## config.mk

```make
export PLATFORM = sky130hd
export DESIGN_NAME = prescaled_counter_flat
export DESIGN_NICKNAME = d
export VERILOG_FILES = /design/src/rtl/prescaled_counter_if.sv /design/src/rtl/prescaled_counter.sv /design/src/flat_wrapper.sv
export SDC_FILE = /design/constraint.sdc
export NUM_CORES = 1
export LEC_CHECK = 0
export ABC_AREA = 1
export BUFFER_PORTS_ARGS = -buffer_cell sky130_fd_sc_hd__buf_2
export CAP_MARGIN = 20
export CORE_UTILIZATION = 31
export DETAILED_ROUTE_END_ITERATION = 6
export PLACE_DENSITY = 0.56
export SLEW_MARGIN = 20
export SYNTH_ARGS = -nofsm -noshare
export SYNTH_HDL_FRONTEND = slang
export SYNTH_SLANG_ARGS = --single-unit
export TNS_END_PERCENT = 20
```

## constraint.sdc

```tcl
create_clock -name CLOCK_50 -period 1.4 [get_ports CLOCK_50]
set_input_delay 0.07 -clock CLOCK_50 [delete_from_list [all_inputs] [get_ports CLOCK_50]]
set_output_delay 0.07 -clock CLOCK_50 [all_outputs]
set_load 0.01 [all_outputs]
```

## src/rtl/prescaled_counter_if.sv

```systemverilog
// Control and status bundle for the prescaled counter.
// The driver side owns the controls; the counter side owns Q, tick and tc.
interface prescaled_counter_if #(
  parameter int WIDTH = 8
);
  logic             enable;
  logic             up;
  logic             load;
  logic [WIDTH-1:0] load_value;
  logic [WIDTH-1:0] Q;
  logic             tick;
  logic             tc;

  modport master (
    output enable, up, load, load_value,
    input  Q, tick, tc
  );

  modport slave (
    input  enable, up, load, load_value,
    output Q, tick, tc
  );
endinterface

```

## src/rtl/prescaled_counter.sv

```systemverilog
// Modulo-N up/down counter stepped by an internal prescaler tick.
// All state runs on CLOCK_50; tick is a one-cycle enable, not a clock.
module prescaled_counter #(
  parameter int WIDTH    = 8,
  parameter int DIV      = 25_000_000,
  parameter int MODULUS  = 256,
  parameter int SATURATE = 0
) (
  input logic                 CLOCK_50,
  input logic                 reset,
  prescaled_counter_if.slave  io
);
  localparam int PW = (DIV > 1) ? $clog2(DIV) : 1;
  localparam logic [PW-1:0] PRE_LAST = PW'(DIV - 1);
  localparam logic [WIDTH-1:0] MAXV = WIDTH'(MODULUS - 1);

  if (DIV < 1) begin : g_bad_div
    $error("prescaled_counter: DIV must be >= 1");
  end
  if (MODULUS < 2 || MODULUS > (2 ** WIDTH)) begin : g_bad_mod
    $error("prescaled_counter: MODULUS out of range");
  end

  logic [PW-1:0]    pre;
  logic [WIDTH-1:0] q;
  logic             tc_r;
  logic             tick;
  logic [WIDTH-1:0] clamped;
  logic             at_end;

  // step strobe: last prescaler phase, suppressed by reset and load
  assign tick = io.enable & (pre == PRE_LAST) & ~reset & ~io.load;

  // load values above the range clamp to the top count
  assign clamped = (io.load_value > MAXV) ? MAXV : io.load_value;

  // the pending step would leave the range in its direction
  assign at_end = io.up ? (q == MAXV) : (q == '0);

  assign io.Q    = q;
  assign io.tick = tick;
  assign io.tc   = tc_r;

  // prescaler, count and terminal-count pulse: reset > load > step > hold
  always_ff @(posedge CLOCK_50) begin
    if (reset) begin
      pre  <= '0;
      q    <= '0;
      tc_r <= 1'b0;
    end else if (io.load) begin
      pre  <= '0;
      q    <= clamped;
      tc_r <= 1'b0;
    end else begin
      tc_r <= 1'b0;
      if (io.enable) begin
        pre <= (pre == PRE_LAST) ? '0 : pre + 1'b1;
      end
      if (tick) begin
        tc_r <= at_end;
        if (at_end) begin
          if (SATURATE == 0) begin
            q <= io.up ? '0 : MAXV;
          end
        end else begin
          q <= io.up ? q + 1'b1 : q - 1'b1;
        end
      end
    end
  end
endmodule

```

## src/flat_wrapper.sv

```systemverilog
// flat-port wrapper written by rule: the top's interface ports become plain ports
module prescaled_counter_flat 
#(
  parameter int WIDTH    = 8,
  parameter int DIV      = 25_000_000,
  parameter int MODULUS  = 256,
  parameter int SATURATE = 0
)
  (CLOCK_50, reset, io_enable, io_up, io_load, io_load_value, io_Q, io_tick, io_tc);
  prescaled_counter_if #(.WIDTH(WIDTH)) io_i ();
  input logic CLOCK_50;
  input logic reset;
  input wire logic [$bits(io_i.enable)-1:0] io_enable;
  input wire logic [$bits(io_i.up)-1:0] io_up;
  input wire logic [$bits(io_i.load)-1:0] io_load;
  input wire logic [$bits(io_i.load_value)-1:0] io_load_value;
  output wire logic [$bits(io_i.Q)-1:0] io_Q;
  output wire logic [$bits(io_i.tick)-1:0] io_tick;
  output wire logic [$bits(io_i.tc)-1:0] io_tc;
  assign io_i.enable = io_enable;
  assign io_i.up = io_up;
  assign io_i.load = io_load;
  assign io_i.load_value = io_load_value;
  assign io_Q = io_i.Q;
  assign io_tick = io_i.tick;
  assign io_tc = io_i.tc;
  prescaled_counter #(.WIDTH(WIDTH), .DIV(DIV), .MODULUS(MODULUS), .SATURATE(SATURATE)) u_core (.CLOCK_50(CLOCK_50), .reset(reset), .io(io_i));
endmodule
```

==> metrics.md <==
| Metric | Value |
|---|---|
| Avg Cell Area, Syn | `about 6.7 µm²` |
| Most used cell, CP | `nand2_4` |
| WS Path Type | `reg2reg` |
| TritonCTS Sinks | `34` |
| Num rows | `29` |
| Critical path arrival | `~1.7 ns` |
| Failing checks | `negative setup slack` |
| Vias post-DR | `2,272` |
| Antenna Cells | `0` |
| Drt via density | `between 4 and 5` |
| CTS Buf Count | `5` |
| First-pass GRT wire length | `slightly below 10,000 µm` |
| Buffers & Inverters on Critical Path | `3` |
| Crit path launch | `u_core.pre[0]` |
| Vias in the first global route | `2,128` |
| Port Buffers | `22` |
| Final Hold Viols | `0` |
| Delay-heaviest family, CP | `simple AND/OR/NAND/NOR gates` |
| DRT iter0 DRCs | `71` |
| Later-pin clock latency in the skew report | `0.29 ns` |
| Pin count of the biggest net entering global routing | `11` |
| Final WL | `5910 µm` |
| Total Routing Usage GR | `16.8%` |
| Area growth, synth to finish | `44.0%` |
| Slew margin rel. | `~74%` |
| Worst Setup End Kind | `register` |
| FF+latch count, synth | `34` |
| Synth Area in Adders | `between 5 and 6%` |
| Remaining DRCs | `0` |
| Max Cap Viol | `0` |
| Core Region | `0.00649 mm²` |
| # nets final | `approximately 430` |
| Post-synthesis simple-gate area fraction | `40.9%` |
| Clock transition at the registers of the reported paths | `roughly 0.070 ns` |
| First-pass DRT Iterations | `4` |
| Avg WL per Cell | `between 10 and 15 µm` |
| CTS tree | `yes` |
| I/O Pins | `23` |
| Mapped cell area | `0.00214 mm²` |
| Period Utilization, post-route | `111%` |
| Initial core utilization | `roughly a third` |
| CP startpoint kind | `register` |
| CP max stage delay | `between 0.3 and 0.4 ns` |
| Worst hold start | `io_load_value[0]` |
| Root buf cell | `clkbuf_8` |
| CTS Hold Buffers Added | `0` |
| Max-slew violation count | `0` |
| Final core occ | `between 40% and 50%` |
| Final min period | `about 1.6 ns` |
| Synth Warn # | `0` |
| H-tree Lvls | `2` |
| Least-Margin Pin Slew | `0.392 ns` |
| Netlist cell types | `34` |
| RSZ-0062 raised after global routing | `yes` |
| Crit-path cells | `ha_4, nand2_4, inv_2, nand4_1, nor2_4, buf_6, nand2_4, nand2_4, buf_12, a21oi_2, o21a_1` |
| Clock skew | `roughly 0.011 ns` |
| Peak supply drop | `between 300 and 400 µV` |
| CP max-delay cell | `dfxtp_4` |
| Worst-path maximum fanout | `7` |
| Routability Congestion | `0.813` |
| Post-Layout Cell Count | `a little under 500` |
| Synthesized instance count | `roughly 320` |
| Initial antenna violation count | `0` |
| Die X | `85.0 µm` |
| Pwr Density | `slightly below 700 mW/mm²` |
| Largest family of logic cells by synthesized area | `simple AND/OR/NAND/NOR gates` |
| Status | `complete, but fails checks` |
| Largest buffer count on any clock path | `2` |
| Final worst slack | `-0.156 ns` |
| Min-Delay Path Class | `in2reg` |
| Worst path required time | `about 1.6 ns` |
| Synth Area in XOR/XNOR | `about 2.9%` |
| RR Startpoint | `u_core.pre[0]` |
| Post-DP HPWL | `between 4000 and 5000 µm` |
| Mapped Nets | `between 300 and 400` |
| Mux contribution to synthesized area | `0%` |
| Post-route ant nets | `0` |
| Die span in y | `85.0 µm` |
| Leak | `1.37 nW` |
| Layout cell share with drive strength beyond 1 | `a little under two fifths` |
| Compound-Gate Fraction of Synth Area | `11.5%` |
| Seq/Total Area, Yosys | `31.9%` |
| Dpl cells | `between 400 and 500` |
| Final setup fails | `31` |
| DIE AREA | `0.00723 mm²` |
| GRT overflow | `0` |
| Fmax | `approximately 0.64 GHz` |
## cell usage in the layout, fill, tap and decap left out, drive strengths merged
cell type / n
buf: 83
nor2: 70
nand2: 69
inv: 36
dfxtp: 34
a21oi: 22
nand3: 21
o21ai: 13
nor3: 9
nand4: 8
clkbuf: 7
ha: 7
xor2: 6
o21a: 4
nor3b: 4
or2: 3
a31oi: 3
nand3b: 2
clkinv: 2
o211ai: 1
xnor2: 1
nor4: 1
fa: 1
## layout make-up
cell class	instances	area, µm²
Sequential cell	34	698
Timing Repair Buffer	83	602
Multi-Input combinational cell	245	1450
Inverter	37	141
Clock inverter	1	5.00
Tap cell	77	96.3
Clock buffer	7	86.3
Fill cell	659	3420
## power breakdown
part | internal [mW] | switching (mW)
Sequential | 0.983 | 0.0178
Combinational | 0.165 | 0.220
Clock | 0.397 | 0.355
Total | 1.54 | 0.593
## Yosys cell counts
cell type,n,area (µm²)
o21ai_1,6,30.0
nor3_4,1,16.3
nor3_1,7,35.0
nor3b_1,2,15.0
o21a_1,4,30.0
inv_2,2,7.51
nand3b_2,1,11.3
nor3b_2,2,25.0
fa_1,1,20.0
nor2_4,2,22.5
clkinv_1,1,3.75
a31oi_1,3,18.8
nand2_1,63,236
xor2_1,6,52.6
or2_2,3,18.8
dfxtp_1,34,681
a21oi_1,18,90.1
nor4_1,1,6.26
nor3_2,1,10.0
inv_1,34,128
nor2_2,5,31.3
buf_6,2,22.5
nor2_1,63,236
o211ai_1,1,7.51
nand4_1,8,50.1
nand3_2,2,20.0
nand3b_1,1,7.51
o21ai_0,7,35.0
clkbuf_1,1,3.75
a21oi_2,4,35.0
nand2_2,6,37.5
ha_1,7,87.6
xnor2_1,1,8.76
nand3_1,19,95.1
## per-stage QoR
stage	TNS [ns]	setup slack [ns]	cell area, µm²	hold WS (ns)	total power [mW]
after detailed placement	-3.48	-0.221	2760	0.395	1.38
after CTS	-3.82	-0.183	2990	0.0882	2.15
after global routing	-5.92	-0.235	3080	0.107	2.25
after global placement	-3.48	-0.243	2760	0.381	1.38
final	-2.71	-0.156	3080	0.109	2.14
after floorplan	-0.359	-0.0624	2170	0.259	1.24
## cell families after synthesis
kind of cell / after synthesis
buffers and inverters: 40
adder cells (fa/ha/maj): 8
AND/OR/NAND/NOR: 187
flip-flops: 34
AO/OA/AOI/OAI: 43
XOR/XNOR: 7
## timing repair
| action | CTS | global route |
|---|---|---|
| setup buffers | 7 | 2 |
| gates resized for setup | 25 | 25 |
| endpoints found under the hold margin | 0 | 0 |
| setup endpoints to repair | 31 | 33 |
| pin swaps | 9 | 9 |
## flip-flops by register name, summed over array words and instances, names as in the netlist
name	cells
u_core.io.Q	8
u_core.pre	25
u_core.io.tc	1
## tightest hold or removal path, delay by kind of cell
kind	cells	cell delay, ns
AO/OA/AOI/OAI	2	0.21
buffers and inverters	1	0.08
## path summary, 6_finish.rpt
path	slack, ns	cells after the start	end
setup reg to reg	-0.16	11	u_core.pre[5]
setup / recovery	-0.16	11	u_core.pre[5]
hold reg to reg	0.50	2	u_core.pre[24]
hold / removal	0.11	3	u_core.io.Q[0]
## per-layer routing
metal	GRT usage [%]	share of wire [%]
met5	0	0
met4	4.62	1.2
met3	2.43	2.9
met2	27.6	46
met1	23.0	50
Power figures use the tool's default switching activity.
